`config.mk`:
```
export PLATFORM = sky130hd
export DESIGN_NAME = membus_arbiter_flat
export DESIGN_NICKNAME = d
export VERILOG_FILES = /design/src/rtl/membus_pkg.sv /design/src/rtl/membus_if.sv /design/src/rtl/membus_req_buf.sv /design/src/rtl/membus_arbiter.sv /design/src/flat_wrapper.sv
export SDC_FILE = /design/constraint.sdc
export NUM_CORES = 1
export LEC_CHECK = 0
export CAP_MARGIN = 10
export CORE_UTILIZATION = 44
export CTS_BUF_LIST = sky130_fd_sc_hd__clkbuf_4 sky130_fd_sc_hd__clkbuf_8
export DETAILED_ROUTE_END_ITERATION = 10
export PLACE_DENSITY = 0.88
export SKIP_CTS_REPAIR_TIMING = 1
export SLEW_MARGIN = 5
export SYNTH_ARGS = -nofsm -noshare
export SYNTH_HDL_FRONTEND = slang
export SYNTH_SLANG_ARGS = --single-unit
```
`constraint.sdc`:
```
create_clock -name clk_i -period 2.2 [get_ports clk_i]
set_clock_uncertainty 0.2 [all_clocks]
set_input_delay 0.33 -clock clk_i [delete_from_list [all_inputs] [get_ports clk_i]]
set_output_delay 0.33 -clock clk_i [all_outputs]
set_load 0.03 [all_outputs]
```
`src/rtl/membus_pkg.sv`:
```
// Shared types for the register-bus arbiter: default widths, the owner tag
// used to route read data back, and the request record carried through the
// host pending buffer and the issue mux.
package membus_pkg;

  localparam int MEM_AW = 7;
  localparam int MEM_DW = 8;

  typedef enum logic [1:0] {
    OWN_NONE = 2'd0,
    OWN_HOST = 2'd1,
    OWN_LOC  = 2'd2
  } owner_e;

  // Widths follow MEM_AW/MEM_DW; the arbiter parameters default to these.
  typedef struct packed {
    logic              we;
    logic [MEM_AW-1:0] addr;
    logic [MEM_DW-1:0] data;
  } mem_req_t;

endpackage

```
`src/rtl/membus_if.sv`:
```
// Bundle of host, local-master and memory-side signals around the arbiter.
// slave = arbiter view, master = view of everything around it.
interface membus_if #(
  parameter int AW = 7,
  parameter int DW = 8
);

  logic          host_read_req_i;
  logic          host_write_req_i;
  logic [AW-1:0] host_addr_i;
  logic [DW-1:0] host_data_i;
  logic [DW-1:0] host_data_o;
  logic          host_rvalid_o;

  logic          loc_req_i;
  logic          loc_we_i;
  logic [AW-1:0] loc_addr_i;
  logic [DW-1:0] loc_data_i;
  logic          loc_ack_o;
  logic [DW-1:0] loc_data_o;
  logic          loc_rvalid_o;

  logic          mem_read_req_o;
  logic          mem_write_req_o;
  logic [AW-1:0] mem_addr_o;
  logic [DW-1:0] mem_data_o;
  logic [DW-1:0] mem_data_i;

  logic          ovf_o;

  modport slave (
    input  host_read_req_i, host_write_req_i, host_addr_i, host_data_i,
    input  loc_req_i, loc_we_i, loc_addr_i, loc_data_i, mem_data_i,
    output host_data_o, host_rvalid_o, loc_ack_o, loc_data_o, loc_rvalid_o,
    output mem_read_req_o, mem_write_req_o, mem_addr_o, mem_data_o, ovf_o
  );

  modport master (
    output host_read_req_i, host_write_req_i, host_addr_i, host_data_i,
    output loc_req_i, loc_we_i, loc_addr_i, loc_data_i, mem_data_i,
    input  host_data_o, host_rvalid_o, loc_ack_o, loc_data_o, loc_rvalid_o,
    input  mem_read_req_o, mem_write_req_o, mem_addr_o, mem_data_o, ovf_o
  );

endinterface

```
`src/rtl/membus_req_buf.sv`:
```
// One-entry pending buffer for host strobes. A new strobe always loads;
// if the entry it replaces was not being issued that cycle, the old
// request is lost and the sticky ovf flag is raised.
module membus_req_buf
  import membus_pkg::*;
(
  input  logic     clk,
  input  logic     rst,
  input  logic     push,
  input  logic     pop,
  input  mem_req_t din,
  output logic     valid,
  output mem_req_t dout,
  output logic     ovf
);

  // load on push, drain on pop, flag an overwrite of an unissued entry
  always_ff @(posedge clk) begin
    if (rst) begin
      valid <= 1'b0;
      dout  <= '0;
      ovf   <= 1'b0;
    end else if (push) begin
      dout  <= din;
      valid <= 1'b1;
      if (valid && !pop) ovf <= 1'b1;
    end else if (pop) begin
      valid <= 1'b0;
    end
  end

endmodule

```
`src/rtl/membus_arbiter.sv`:
```
// Two-master arbiter for the register memory bus. Host strobes are captured
// into a one-entry buffer and issued the next cycle with priority; the local
// req/ack master gets leftover slots, or is forced in after STARVE_MAX host
// issues while it waits. Read data is routed by a registered owner tag.
// Optional: define MEMBUS_ARB_STATS_EN for per-master issue counters.
module membus_arbiter
  import membus_pkg::*;
#(
  parameter int AW         = MEM_AW,
  parameter int DW         = MEM_DW,
  parameter int STARVE_MAX = 4
) (
  input  logic        clk_i,
  input  logic        rst_i,
  membus_if.slave     bus
`ifdef MEMBUS_ARB_STATS_EN
  ,
  output logic [15:0] host_cnt_o,
  output logic [15:0] loc_cnt_o
`endif
);

  localparam logic [3:0] STARVE_LIM = 4'(STARVE_MAX);

  mem_req_t        host_in, pend, issue;
  logic            pend_vld, ovf;
  logic            force_loc, host_go, loc_go, issue_vld;
  logic [3:0]      starve_cnt;
  logic            loc_inflight;
  owner_e          owner;
  logic            rd_q;
  logic            host_rv, loc_rv;
  logic [DW-1:0]   host_data_q, loc_data_q;

  // both strobes in one cycle: the write is kept
  assign host_in = '{we:   bus.host_write_req_i,
                     addr: bus.host_addr_i,
                     data: bus.host_data_i};

  membus_req_buf u_req_buf (
    .clk   (clk_i),
    .rst   (rst_i),
    .push  (bus.host_read_req_i | bus.host_write_req_i),
    .pop   (host_go),
    .din   (host_in),
    .valid (pend_vld),
    .dout  (pend),
    .ovf   (ovf)
  );

  // per-cycle arbitration and issue mux; nothing issues while in reset
  always_comb begin
    force_loc = bus.loc_req_i && (starve_cnt == STARVE_LIM);
    loc_go    = !rst_i && bus.loc_req_i &&
                (force_loc || (!pend_vld && !loc_inflight));
    host_go   = !rst_i && pend_vld && !force_loc;
    issue     = '0;
    issue_vld = 1'b0;
    if (host_go) begin
      issue     = pend;
      issue_vld = 1'b1;
    end else if (loc_go) begin
      issue     = '{we: bus.loc_we_i, addr: bus.loc_addr_i, data: bus.loc_data_i};
      issue_vld = 1'b1;
    end
  end

  assign bus.mem_write_req_o = issue_vld && issue.we;
  assign bus.mem_read_req_o  = issue_vld && !issue.we;
  assign bus.mem_addr_o      = issue.addr;
  assign bus.mem_data_o      = issue.we ? issue.data : '0;
  assign bus.loc_ack_o       = loc_go;
  assign bus.ovf_o           = ovf;

  // count host wins while local waits; any local issue or idle local resets it
  always_ff @(posedge clk_i) begin
    if (rst_i || loc_go || !bus.loc_req_i) starve_cnt <= '0;
    else if (host_go && starve_cnt != STARVE_LIM) starve_cnt <= starve_cnt + 4'd1;
  end

  // owner tag + read flag for next-cycle capture; in-flight guard for local
  always_ff @(posedge clk_i) begin
    if (rst_i) begin
      owner        <= OWN_NONE;
      rd_q         <= 1'b0;
      loc_inflight <= 1'b0;
    end else begin
      owner        <= host_go ? OWN_HOST : (loc_go ? OWN_LOC : OWN_NONE);
      rd_q         <= issue_vld && !issue.we;
      loc_inflight <= loc_go;
    end
  end

  // memory data is valid the cycle after the read strobe; a reset in that
  // cycle throws the read away
  assign host_rv = !rst_i && rd_q && (owner == OWN_HOST);
  assign loc_rv  = !rst_i && rd_q && (owner == OWN_LOC);

  // hold the last read value per master
  always_ff @(posedge clk_i) begin
    if (rst_i) begin
      host_data_q <= '0;
      loc_data_q  <= '0;
    end else begin
      if (host_rv) host_data_q <= bus.mem_data_i;
      if (loc_rv)  loc_data_q  <= bus.mem_data_i;
    end
  end

  assign bus.host_rvalid_o = host_rv;
  assign bus.loc_rvalid_o  = loc_rv;
  assign bus.host_data_o   = host_rv ? bus.mem_data_i : host_data_q;
  assign bus.loc_data_o    = loc_rv  ? bus.mem_data_i : loc_data_q;

`ifdef MEMBUS_ARB_STATS_EN
  // saturating issue counters per master
  always_ff @(posedge clk_i) begin
    if (rst_i) begin
      host_cnt_o <= '0;
      loc_cnt_o  <= '0;
    end else begin
      if (host_go && host_cnt_o != 16'hFFFF) host_cnt_o <= host_cnt_o + 16'd1;
      if (loc_go  && loc_cnt_o  != 16'hFFFF) loc_cnt_o  <= loc_cnt_o  + 16'd1;
    end
  end
`else
  // statistics counters not built
`endif

endmodule

```
`src/flat_wrapper.sv`:
```
// flat-port wrapper written by rule: the top's interface ports become plain ports
module membus_arbiter_flat import membus_pkg::*;
#(
  parameter int AW         = MEM_AW,
  parameter int DW         = MEM_DW,
  parameter int STARVE_MAX = 4
)
  (clk_i, rst_i, bus_host_read_req_i, bus_host_write_req_i, bus_host_addr_i, bus_host_data_i, bus_loc_req_i, bus_loc_we_i, bus_loc_addr_i, bus_loc_data_i, bus_mem_data_i, bus_host_data_o, bus_host_rvalid_o, bus_loc_ack_o, bus_loc_data_o, bus_loc_rvalid_o, bus_mem_read_req_o, bus_mem_write_req_o, bus_mem_addr_o, bus_mem_data_o, bus_ovf_o);
  membus_if #(.AW(AW), .DW(DW)) bus_i ();
  input  logic clk_i;
  input  logic rst_i;
  input wire logic [$bits(bus_i.host_read_req_i)-1:0] bus_host_read_req_i;
  input wire logic [$bits(bus_i.host_write_req_i)-1:0] bus_host_write_req_i;
  input wire logic [$bits(bus_i.host_addr_i)-1:0] bus_host_addr_i;
  input wire logic [$bits(bus_i.host_data_i)-1:0] bus_host_data_i;
  input wire logic [$bits(bus_i.loc_req_i)-1:0] bus_loc_req_i;
  input wire logic [$bits(bus_i.loc_we_i)-1:0] bus_loc_we_i;
  input wire logic [$bits(bus_i.loc_addr_i)-1:0] bus_loc_addr_i;
  input wire logic [$bits(bus_i.loc_data_i)-1:0] bus_loc_data_i;
  input wire logic [$bits(bus_i.mem_data_i)-1:0] bus_mem_data_i;
  output wire logic [$bits(bus_i.host_data_o)-1:0] bus_host_data_o;
  output wire logic [$bits(bus_i.host_rvalid_o)-1:0] bus_host_rvalid_o;
  output wire logic [$bits(bus_i.loc_ack_o)-1:0] bus_loc_ack_o;
  output wire logic [$bits(bus_i.loc_data_o)-1:0] bus_loc_data_o;
  output wire logic [$bits(bus_i.loc_rvalid_o)-1:0] bus_loc_rvalid_o;
  output wire logic [$bits(bus_i.mem_read_req_o)-1:0] bus_mem_read_req_o;
  output wire logic [$bits(bus_i.mem_write_req_o)-1:0] bus_mem_write_req_o;
  output wire logic [$bits(bus_i.mem_addr_o)-1:0] bus_mem_addr_o;
  output wire logic [$bits(bus_i.mem_data_o)-1:0] bus_mem_data_o;
  output wire logic [$bits(bus_i.ovf_o)-1:0] bus_ovf_o;
  assign bus_i.host_read_req_i = bus_host_read_req_i;
  assign bus_i.host_write_req_i = bus_host_write_req_i;
  assign bus_i.host_addr_i = bus_host_addr_i;
  assign bus_i.host_data_i = bus_host_data_i;
  assign bus_i.loc_req_i = bus_loc_req_i;
  assign bus_i.loc_we_i = bus_loc_we_i;
  assign bus_i.loc_addr_i = bus_loc_addr_i;
  assign bus_i.loc_data_i = bus_loc_data_i;
  assign bus_i.mem_data_i = bus_mem_data_i;
  assign bus_host_data_o = bus_i.host_data_o;
  assign bus_host_rvalid_o = bus_i.host_rvalid_o;
  assign bus_loc_ack_o = bus_i.loc_ack_o;
  assign bus_loc_data_o = bus_i.loc_data_o;
  assign bus_loc_rvalid_o = bus_i.loc_rvalid_o;
  assign bus_mem_read_req_o = bus_i.mem_read_req_o;
  assign bus_mem_write_req_o = bus_i.mem_write_req_o;
  assign bus_mem_addr_o = bus_i.mem_addr_o;
  assign bus_mem_data_o = bus_i.mem_data_o;
  assign bus_ovf_o = bus_i.ovf_o;
  membus_arbiter #(.AW(AW), .DW(DW), .STARVE_MAX(STARVE_MAX)) u_core (.clk_i(clk_i), .rst_i(rst_i), .bus(bus_i));
endmodule
```
# After elaboration in Yosys (flattened, before gate mapping)
# Cells that the tools add are included.
dict set report word_totals {
  regBits 42
  elab_cells 55
}
dict set report classes {
  add_sub_neg 1
  n_eq_ne 4
  muxes 11
  n_bitwise 1
  n_reduce_logical 26
}
# operator count
set ops {}
lappend ops {{$mux W16} 2}
lappend ops {{$mux W8} 3}
lappend ops {{$logic_and A1 B1 Y1} 13}
lappend ops {{$logic_not A1 Y1} 7}
lappend ops {{$mux W1} 5}
lappend ops {{$add A4 B1 Y4 const B} 1}
lappend ops {{$eq A4 B3 Y1 const B} 1}
lappend ops {{$ne A4 B3 Y1 const B} 1}
lappend ops {{$logic_or A1 B1 Y1} 3}
lappend ops {{$eq A2 B1 Y1 const B} 1}
lappend ops {{$eq A2 B2 Y1 const B} 1}
lappend ops {{$mux W2} 1}
lappend ops {{$reduce_and A2 Y1} 1}
lappend ops {{$reduce_bool A2 Y1} 1}
lappend ops {{$reduce_or A2 Y1} 1}
lappend ops {{$or A1 B1 Y1} 1}

# Logic depth before layout (Yosys ltp)
dict set report depth {
  ltp_word 8
  depth_mapped 7
  ltp_nobuf 6
}

# Hierarchy
# From an unflattened synthesis, not the netlist that was laid out.
dict set report unflattened {
  cells_unflattened 181
  hier_area_um2 1909.3
}
# module instances cells_per_inst area_each_um2
set modules_own_cells {}
lappend modules_own_cells {membus_arbiter 1 122 1258.7}
lappend modules_own_cells {membus_req_buf 1 59 650.6}

# Least setup slack after synthesis
# Ideal clock, no wire load.
dict set report synth_path {
  path_kind {register to output}
  start {register u_core.starve_cnt[0]}
  end {output port bus_mem_read_req_o}
  arrival_time_ns 1.805
  t_required_ns 1.670
  setup_slack_ns -0.135
  stages_incl_launch_ff 8
  n_path_buf 2
  cell_sequence {dfxtp_1 -> inv_1 -> ha_1 -> and3b_1 -> buf_2 -> o211a_1 -> buf_6 -> a21oi_1}
}
dict set report synth_between {
  elab_chain_cells 8
  elab_cells_between_ends 12
}
# item line_no
set synth_rtl {}
lappend synth_rtl {{start, declared} membus_arbiter.sv:28} ;# logic [3:0] starve_cnt;
lappend synth_rtl {{start signal, assigned} membus_arbiter.sv:78} ;# else if (host_go && starve_cnt != STARVE_LIM) starve_cnt <= starve_cnt + 4'd1;
lappend synth_rtl {{$eq A4 B3 Y1 (*)} membus_arbiter.sv:53} ;# force_loc = bus.loc_req_i && (starve_cnt == STARVE_LIM);
lappend synth_rtl {{$logic_and A1 B1 Y1 (*)} membus_arbiter.sv:53}
lappend synth_rtl {{$logic_or A1 B1 Y1} membus_arbiter.sv:55} ;# (force_loc || (!pend_vld && !loc_inflight));
lappend synth_rtl {{$logic_and A1 B1 Y1} membus_arbiter.sv:54} ;# loc_go = !rst_i && bus.loc_req_i &&
lappend synth_rtl {{$mux W16} membus_arbiter.sv:62} ;# end else if (loc_go) begin
lappend synth_rtl {{$mux W16} membus_arbiter.sv:59} ;# if (host_go) begin
lappend synth_rtl {{$logic_not A1 Y1} membus_arbiter.sv:69} ;# assign bus.mem_read_req_o = issue_vld && !issue.we;
lappend synth_rtl {{$logic_and A1 B1 Y1 (*)} membus_arbiter.sv:69}
lappend synth_rtl {{end, declared} flat_wrapper.sv:26} ;# output wire logic [$bits(bus_i.mem_read_req_o)-1:0] bus_mem_read_req_o;
# Every way passes the cells marked *; elsewhere a longest branch is shown, timed or not.

# Final worst setup path
dict set report layout_path {
  start {register u_core.starve_cnt[1]}
  end {output port bus_mem_data_o[0]}
}
dict set report layout_between {
  elab_chain_cells 7
  elab_cells_between_ends 9
}
# item line_no
set layout_rtl {}
lappend layout_rtl {{$eq A4 B3 Y1 (*)} membus_arbiter.sv:53}
lappend layout_rtl {{$logic_and A1 B1 Y1 (*)} membus_arbiter.sv:53}
lappend layout_rtl {{$logic_or A1 B1 Y1} membus_arbiter.sv:55}
lappend layout_rtl {{$logic_and A1 B1 Y1} membus_arbiter.sv:54}
lappend layout_rtl {{$mux W16} membus_arbiter.sv:62}
lappend layout_rtl {{$mux W16 (*)} membus_arbiter.sv:59}
lappend layout_rtl {{$mux W8 (*)} membus_arbiter.sv:71} ;# assign bus.mem_data_o = issue.we ? issue.data : '0;
lappend layout_rtl {{end, declared} flat_wrapper.sv:29} ;# output wire logic [$bits(bus_i.mem_data_o)-1:0] bus_mem_data_o;
# Marks and branches as above.

==> metrics.txt <==
vias per cell 5.35; die width 67.7 um; critical path arrival 1.80 ns; Seq. cell area roughly 850 um2; cell area after synthesis between 1500 and 2000 um2; Yosys warning total 0; utilization of the core after routing approximately four fifths; Final Critical Period approximately 2.3 ns; clock root cell clkbuf_8; kind of critical path reg2out; Worst-Margin Slew about 0.4 ns; CTS Buf Count 5; Highest Clock Rate 429 MHz; worst-case clock buffer depth 2; RSZ-0062 raised after global routing true; Final Setup Violations 25; Yosys top cell by area dfxtp_1; Routed WL per cell ~16 um; drt first pass iters 4; TritonCTS clock tree yes; largest net degree at the start of global routing 24; die area 4580 um2; Max-cap violations 0; Worst-Skew Late Latency 0.29 ns; Synth Register Bits 42; Max IR drop VDD 0.480 mV; vias in the first global route 1,701; Die Height between 60 and 70 um; DR iter-0 viols 90; H-Tree Depth 2; share of flip-flops with an asynchronous set or reset 0%; Multi-input gate area between 1000 and 1500 um2; P_leak 0.00151 uW; CP Cell Sequence inv_2 -> ha_4 -> and3b_2 -> a21oi_4 -> buf_12 -> a32o_1 -> buf_6; hold depth 2; Std-Cell Core Area roughly 4000 um2; Area contributors post-synth dfxtp_1 (44%), mux2_4 (6.3%), nand2_1 (6.1%), a21oi_1 (5.3%), mux2_2 (4.7%); Fillers 247; pwr dens 587 nW/um2; clock-pin slew on the worst setup and hold paths 0.08 ns; GPL Wtd Cong slightly above 0.8; post-synthesis compound-gate area fraction 17.1%; top_reg_cell synth dfxtp_1; number of synthesized flops with an enable pin 0; max-slew violations 0; std cell rows 23; Synth Area in Adders 1.32%; Area growth syn-to-layout 67.8%; largest family of logic cells by synthesized area simple AND/OR/NAND/NOR gates; xor-xnor portion of the synthesized cell area 0.461%; Mapped Cells just under 200; CP Capture Type primary output; antenna-violating nets left 0; Avg Inst Size Synth 9.73 um2; failing checks setup timing; DP HPWL 3.37 mm; Starting Density 46.8%; final WL ~5.7 mm; Yosys top cell area share 44.3%; crit-path max FO 17; synth cell count leaders dfxtp_1 (42), nand2_1 (31), a21oi_1 (20), nor2b_1 (10); ant diodes 0; vias between 1,500 and 2,000; sequential fraction of the synthesis area 44.3%; final hold viol count 0; grt total ovfl 0; CP max stage delay ~0.36 ns; Final WS setup -0.134 ns; Setup TNS -1.93 ns; Critical Path RT 1.67 ns; overall routing resource usage 21.8%; crit start category register; Netlist cell types 38; initial antenna violation count 0; DRC Markers 0; Port Buf Inserts 80; top-count cell post-synth dfxtp_1; multiplexer share of the synthesized area between 10% and 20%; Max stage delay cell, worst path dfxtp_2; fin nets 342; Tcrit/Tclk final 106%; Hold Path Class reg2reg; syn_nets 241; CTS sink cnt 42; layout cells sized above 1 33.0%; simple-gate share of the synthesized area 19.6%; io pins 81; global-route wire length before repair between 7 and 8 mm; R2R depth 5; max_slew headroom 73.3%; status finished, violations left
stage by stage:
step,hold WS (ns),total power (uW),worst slack (ns),std cells,area (um2)
after floorplan,0.232,952,0.00234,195,1900
after global placement,0.239,1090,-0.483,329,2760
after detailed placement,0.247,1090,-0.519,329,2760
after CTS,0.261,1830,-0.531,337,2900
after global routing,0.287,1940,-0.188,347,3180
final,0.259,1870,-0.134,347,3180
cell families after synthesis:
kind of cell	after synthesis
flip-flops	42
buffers and inverters	22
AND/OR/NAND/NOR	67
XOR/XNOR	1
adder cells (fa/ha/maj)	2
multiplexers	16
AO/OA/AOI/OAI	45
power by group:
part           internal (uW)  switching, uW  leakage (uW)
clock network            484            260     0.0000714
logic                    177            141       0.00109
registers                788           21.4      0.000345
total                   1450            422       0.00151
layer usage:
metal	vias to the layer above	part of all wire [%]	global-route usage, %
met5	-	0	0
met4	0	1.0	5.59
met3	6	4.8	5.74
met2	65	55	39.6
met1	895	39	25.0
li1	889	-	-
worst paths after layout:
path                                          startpoint                       end  slack, ns
worst min register to register  u_core.u_req_buf.dout[8]  u_core.u_req_buf.dout[8]       0.26
worst max register to register           u_core.owner[0]     u_core.host_data_q[0]       0.35
worst max-delay path                u_core.starve_cnt[1]         bus_mem_data_o[0]      -0.13
worst min-delay path            u_core.u_req_buf.dout[8]  u_core.u_req_buf.dout[8]       0.26
critical path: cells and delay by family, from the launching register on:
family | cells | cell delay [ns]
DFF | 1 | 0.36
buffers and inverters | 3 | 0.36
AOI/OAI and AO/OA | 2 | 0.36
and+or+nand+nor | 1 | 0.28
adders and majority gates | 1 | 0.15
cell type report:
class / count / share of cell area, %
sequential: 42 / 26.6
timing repair buffer: 106 / 34.1
clock inverter: 2 / 1.89
multi-input combinational: 133 / 31.9
inverter: 8 / 0.943
tap: 50 / 1.96
clock buffer: 6 / 2.59
sequential cells by signal, summed over array words and instances (netlist names):
| signal | cells |
|---|---|
| u_core.starve_cnt | 4 |
| u_core.u_req_buf.ovf | 1 |
| u_core.loc_data_q | 8 |
| u_core.host_data_q | 8 |
| u_core.rd_q | 1 |
| u_core.owner | 2 |
| u_core.u_req_buf.valid | 1 |
| u_core.u_req_buf.dout | 16 |
| u_core.loc_inflight | 1 |
cells in the final DEF, fill, tap and decap left out, drive strengths merged, types with 2 or more instances in the layout:
master         synthesis  routed
buf                    6      54
clkbuf                 8       6
nand2                 31      31
dfxtp                 42      42
ha                     2       2
o21ai                  2       2
or2                    2       2
a22o                   7       7
nand3                  3       3
and2b                  8       8
dlymetal6s2s           0       9
clkdlybuf4s50          0      43
bufinv                 0       2
mux2                  16      16
inv                    8       8
a32o                   8       8
o211a                  1       2
nor2                   3       3
and4bb                 1       2
nor2b                 10      10
a21oi                 21      21
nand3b                 2       2
Note: power is estimated with default switching activity, not from simulation.
